$ cat src/rtl/maze_ram_drawer.sv
// Scans the 32x32 maze RAM in row-major order and paints each cell as a
// CELL_PX x CELL_PX block on the VGA adapter, one pixel per cycle.
module maze_ram_drawer #(
    parameter int CELL_PX     = 3,
    parameter int X_OFFSET    = 32,
    parameter int Y_OFFSET    = 12,
    parameter int RAM_LATENCY = 1
) (
    input  logic       clk,
    input  logic       resetn,
    input  logic       start,
    output logic [9:0] ram_address,
    input  logic [2:0] ram_data,
    output logic [7:0] vga_x,
    output logic [6:0] vga_y,
    output logic [2:0] vga_colour,
    output logic       vga_plot,
    output logic       busy,
    output logic       done
);

    // state | meaning
    // IDLE  | waiting for start
    // FETCH | address {cy,cx} presented, waiting RAM_LATENCY cycles for data
    // PAINT | plotting CELL_PX^2 pixels of the current cell
    // DONE  | one-cycle done pulse after the last pixel of the frame
    typedef enum logic [1:0] {IDLE, FETCH, PAINT, DONE} state_t;

    localparam int FW = (RAM_LATENCY > 1) ? $clog2(RAM_LATENCY) : 1;

    state_t        state, state_n;
    logic [4:0]    cx, cy, cx_n, cy_n;
    logic [1:0]    px, py, px_n, py_n;
    logic [FW-1:0] fcnt, fcnt_n;
    logic          latch;
    logic [7:0]    x_n;
    logic [6:0]    y_n;

    always_comb begin
        state_n = state;
        cx_n    = cx;
        cy_n    = cy;
        px_n    = px;
        py_n    = py;
        fcnt_n  = fcnt;
        latch   = 1'b0;
        case (state)
            IDLE: begin
                if (start) begin
                    state_n = FETCH;
                    cx_n    = 5'd0;
                    cy_n    = 5'd0;
                    fcnt_n  = FW'(RAM_LATENCY - 1);
                end
            end
            FETCH: begin
                if (fcnt == '0) begin
                    latch   = 1'b1;
                    state_n = PAINT;
                    px_n    = 2'd0;
                    py_n    = 2'd0;
                end else begin
                    fcnt_n = fcnt - 1'b1;
                end
            end
            PAINT: begin
                if (px == 2'(CELL_PX - 1)) begin
                    px_n = 2'd0;
                    if (py == 2'(CELL_PX - 1)) begin
                        py_n = 2'd0;
                        if ({cy, cx} == 10'h3FF) begin
                            state_n = DONE;
                        end else begin
                            {cy_n, cx_n} = {cy, cx} + 10'd1;
                            state_n      = FETCH;
                            fcnt_n       = FW'(RAM_LATENCY - 1);
                        end
                    end else begin
                        py_n = py + 2'd1;
                    end
                end else begin
                    px_n = px + 2'd1;
                end
            end
            DONE: state_n = IDLE;
            default: state_n = IDLE;
        endcase
    end

    // Pixel coordinates are computed from next-state counters so the
    // registered outputs line up with the registered state.
    always_comb begin
        x_n = 8'(X_OFFSET) + 8'(cx_n) * 8'(CELL_PX) + 8'(px_n);
        y_n = 7'(Y_OFFSET) + 7'(cy_n) * 7'(CELL_PX) + 7'(py_n);
    end

    always_ff @(posedge clk) begin
        if (!resetn) begin
            state       <= IDLE;
            cx          <= 5'd0;
            cy          <= 5'd0;
            px          <= 2'd0;
            py          <= 2'd0;
            fcnt        <= '0;
            ram_address <= 10'd0;
            vga_x       <= 8'd0;
            vga_y       <= 7'd0;
            vga_colour  <= 3'd0;
            vga_plot    <= 1'b0;
            busy        <= 1'b0;
            done        <= 1'b0;
        end else begin
            state       <= state_n;
            cx          <= cx_n;
            cy          <= cy_n;
            px          <= px_n;
            py          <= py_n;
            fcnt        <= fcnt_n;
            ram_address <= {cy_n, cx_n};
            if (latch)
                vga_colour <= ram_data;
            vga_plot    <= (state_n == PAINT);
            busy        <= (state_n == FETCH) || (state_n == PAINT);
            done        <= (state_n == DONE);
            vga_x       <= (state_n == PAINT) ? x_n : 8'd0;
            vga_y       <= (state_n == PAINT) ? y_n : 7'd0;
        end
    end

endmodule
$ cat config.mk
export PLATFORM = sky130hd
export DESIGN_NAME = maze_ram_drawer
export DESIGN_NICKNAME = d
export VERILOG_FILES = /design/src/rtl/maze_ram_drawer.sv
export SDC_FILE = /design/constraint.sdc
export NUM_CORES = 1
export LEC_CHECK = 0
export ABC_AREA = 1
export CAP_MARGIN = 15
export CORE_ASPECT_RATIO = 1.1
export CORE_UTILIZATION = 40
export DETAILED_ROUTE_END_ITERATION = 7
export PLACE_DENSITY = 0.64
export SETUP_SLACK_MARGIN = 0.02
export SLEW_MARGIN = 20
export SYNTH_ARGS = -nofsm -noshare
export SYNTH_HDL_FRONTEND = slang
export SYNTH_SLANG_ARGS = --single-unit
$ cat constraint.sdc
create_clock -name clk -period 4.7 [get_ports clk]
set_input_delay 1.41 -clock clk [delete_from_list [all_inputs] [get_ports clk]]
set_output_delay 1.41 -clock clk [all_outputs]
set_load 0.005 [all_outputs]
==> flow_summary.toml <==
[yosys]
yosys-top-cells-count = "inv_1, nand2_1, dfxtp_1"
yosys_warnings = 0
netlist_area_um2 = 2210
postSynthCellCount = 292
ys_ff_latch = 37
synth.distinct_cells = 31
synthMostInstantiatedCell = "inv_1"
synth_area_leaders = "dfxtp_1, ha_1, inv_1, nand2_1, nor2_1"
synth_top_cell_area_share_pct = 33.5
synth_top_area_cell = "dfxtp_1"
synth-edff-count = 0
ys.flop_type = "dfxtp_1"
ys_seq_area_share_pct = 33.5
syn_area_per_cell_um2 = 7.57
async_flop_share_pct = 0
syn_nets = 326

[global_routing]
grt_max_degree = 18
grt_overflow = 0
grt_pass1_wl_mm = 7.69
grt_pass1_vias = 1768
antenna_found_initial = 0
grt.total_usage_pct = 17.3

[die]
fp.dieW_um = 72.9
die_area_um2 = 5830
die_y_um = 80.0
core_um2 = 5360
rows = 28
pin_count = 37
start_util_pct = 41.2

[sta]
finalHoldViolCount = 0
hold_ws_ns = 0.495
slew_viol_final = 0
fmax_mhz = 248
finalCriticalPeriod_ns = 4.04
setup_viol = 0
slew_headroom_pct = 60.1
rsz0062_at_grt = "no"
tns_ns = 0
timing.final.crit_share_pct = 85.9
skew_ns = 0.00377
worstMarginPinSlew_ns = 0.594
worst_slack_ns = 0.664

[power]
ir_drop_mv = 0.110
leakage_uw = 0.00127
finalPower_uw = 741
p_per_area_nw_per_um2 = 271

[cts]
cts_max_level = 2
cts_setup_buffers = 0
cts_sinks = 37
clk_pin_slew_ns = 0.07
cts_made_buffers = 5
cts-root-buf = "clkbuf_8"
hold_buffers = 0
cts_tree = "done"
clkLatencyLatePin_ns = 0.28
cts_resized = 0
clk_path_buf_depth = 2

[worst_hold_path]
hold_class = "flop to flop"

[place]
dp_cells = 402
place.gp.congestion = 0.916
dp_hpwl_mm = 3.44
dp_slack_ns = 0.364
io_buffers = 36

[worst_setup_path]
cp-end-kind = "flop"
start_kind = "input port"
crit_required_ns = 4.88
crit_type = "input port to flop"
path_max_fanout = 6
crit_arrival_ns = 4.21

[detailed_routing]
vias_per_cell = 4.68
drc = 0
drt-initial-drc-count = 108
wire_per_inst_um = 10.7
first_pass_iters = 4
vias = 1920
drt-total-wl_mm = 4.40
drtAntennaViolNets = 0

[finish]
final_cells = 410
syn_to_final_growth_pct = 23.6
antennaDiodeCount = 0
drive_gt1_share_pct = 10.4
nets = 368
nFillCells = 535

[status]
status = "finished clean"

[run]
drv_cap = 0
[worst paths after layout]
check	from	to	slack [ns]	cells past startpoint
setup / recovery	start	vga_y[5]	0.66	16
hold / removal	vga_colour[1]	vga_colour[1]	0.50	2
hold reg to reg	vga_colour[1]	vga_colour[1]	0.50	2
setup reg to reg	state[1]	vga_x[5]	1.29	15
[flip-flops by register name, summed over array words and instances, names as in the netlist, 2 cells and up]
name         flops
ram_address     10
vga_x            8
vga_y            7
vga_colour       3
px               2
py               2
state            2
[cell families (layout without fill, tap and decap cells)]
group	after synthesis	count (layout)	share of synthesized area, %
AO/OA/AOI/OAI	38	38	9.56
flip-flops	37	37	33.5
adder cells (fa/ha/maj)	28	28	17.2
buffers and inverters	59	102	10.8
AND/OR/NAND/NOR	128	128	28.1
XOR/XNOR	2	2	0.792
[critical path: stages]
cell	delay, ns
clkdlybuf4s50_1	0.40
nor2_1	0.22
nor2_4	0.09
inv_1	0.18
nand2_1	0.07
a21boi_1	0.16
fa_1	0.50
inv_1	0.04
ha_1	0.22
fa_1	0.39
nand2_1	0.08
inv_1	0.04
o21ai_0	0.14
nand2_1	0.08
o21ai_0	0.15
a21oi_1	0.05
[through the flow]
stage / util (%) / area [um^2]
3_5_place_dp: 49.4 / 2650
2_1_floorplan: - / 2210
6_report: 51.0 / 2730
3_3_place_gp: 49.4 / 2650
4_1_cts: 51.0 / 2730
5_1_grt: 51.0 / 2730
[placed cells by master (no fill, tap or decap), types with 4 or more instances in the layout]
cell	n
dfxtp_1	37
nor3_1	4
clkdlybuf4s50_1	36
inv_2	4
a21oi_1	15
clkbuf_8	5
inv_1	51
nor2_1	34
ha_1	24
nor2_2	4
nand2_1	48
fa_1	4
o21ai_0	12
nand3_1	18
nand2_2	8
[metal layers]
| layer | vias to the layer above | wire length (um) | track usage [%] |
|---|---|---|---|
| met4 | 0 | 153 | 8.43 |
| met3 | 10 | 137 | 3.54 |
| li1 | 1000 | - | - |
| met5 | - | 0 | 0 |
| met2 | 36 | 2010 | 28.1 |
| met1 | 874 | 2100 | 21.7 |
[final cells by class]
class | count | area (um^2) | share of cell area (%)
Clock buffer | 6 | 72.6 | 2.66
Clock inverter | 2 | 10.0 | 0.366
Inverter | 57 | 216 | 7.92
Multi-Input combinational cell | 196 | 1230 | 45.1
Sequential cell | 37 | 741 | 27.1
Tap cell | 75 | 93.8 | 3.43
Timing Repair Buffer | 37 | 368 | 13.5
[power by group]
group          internal, uW  total, uW  switching (uW)
registers               336        346            9.56
clock network           103        212             109
logic                  73.3        184             111
No activity file was read; power rests on OpenSTA's default activity.
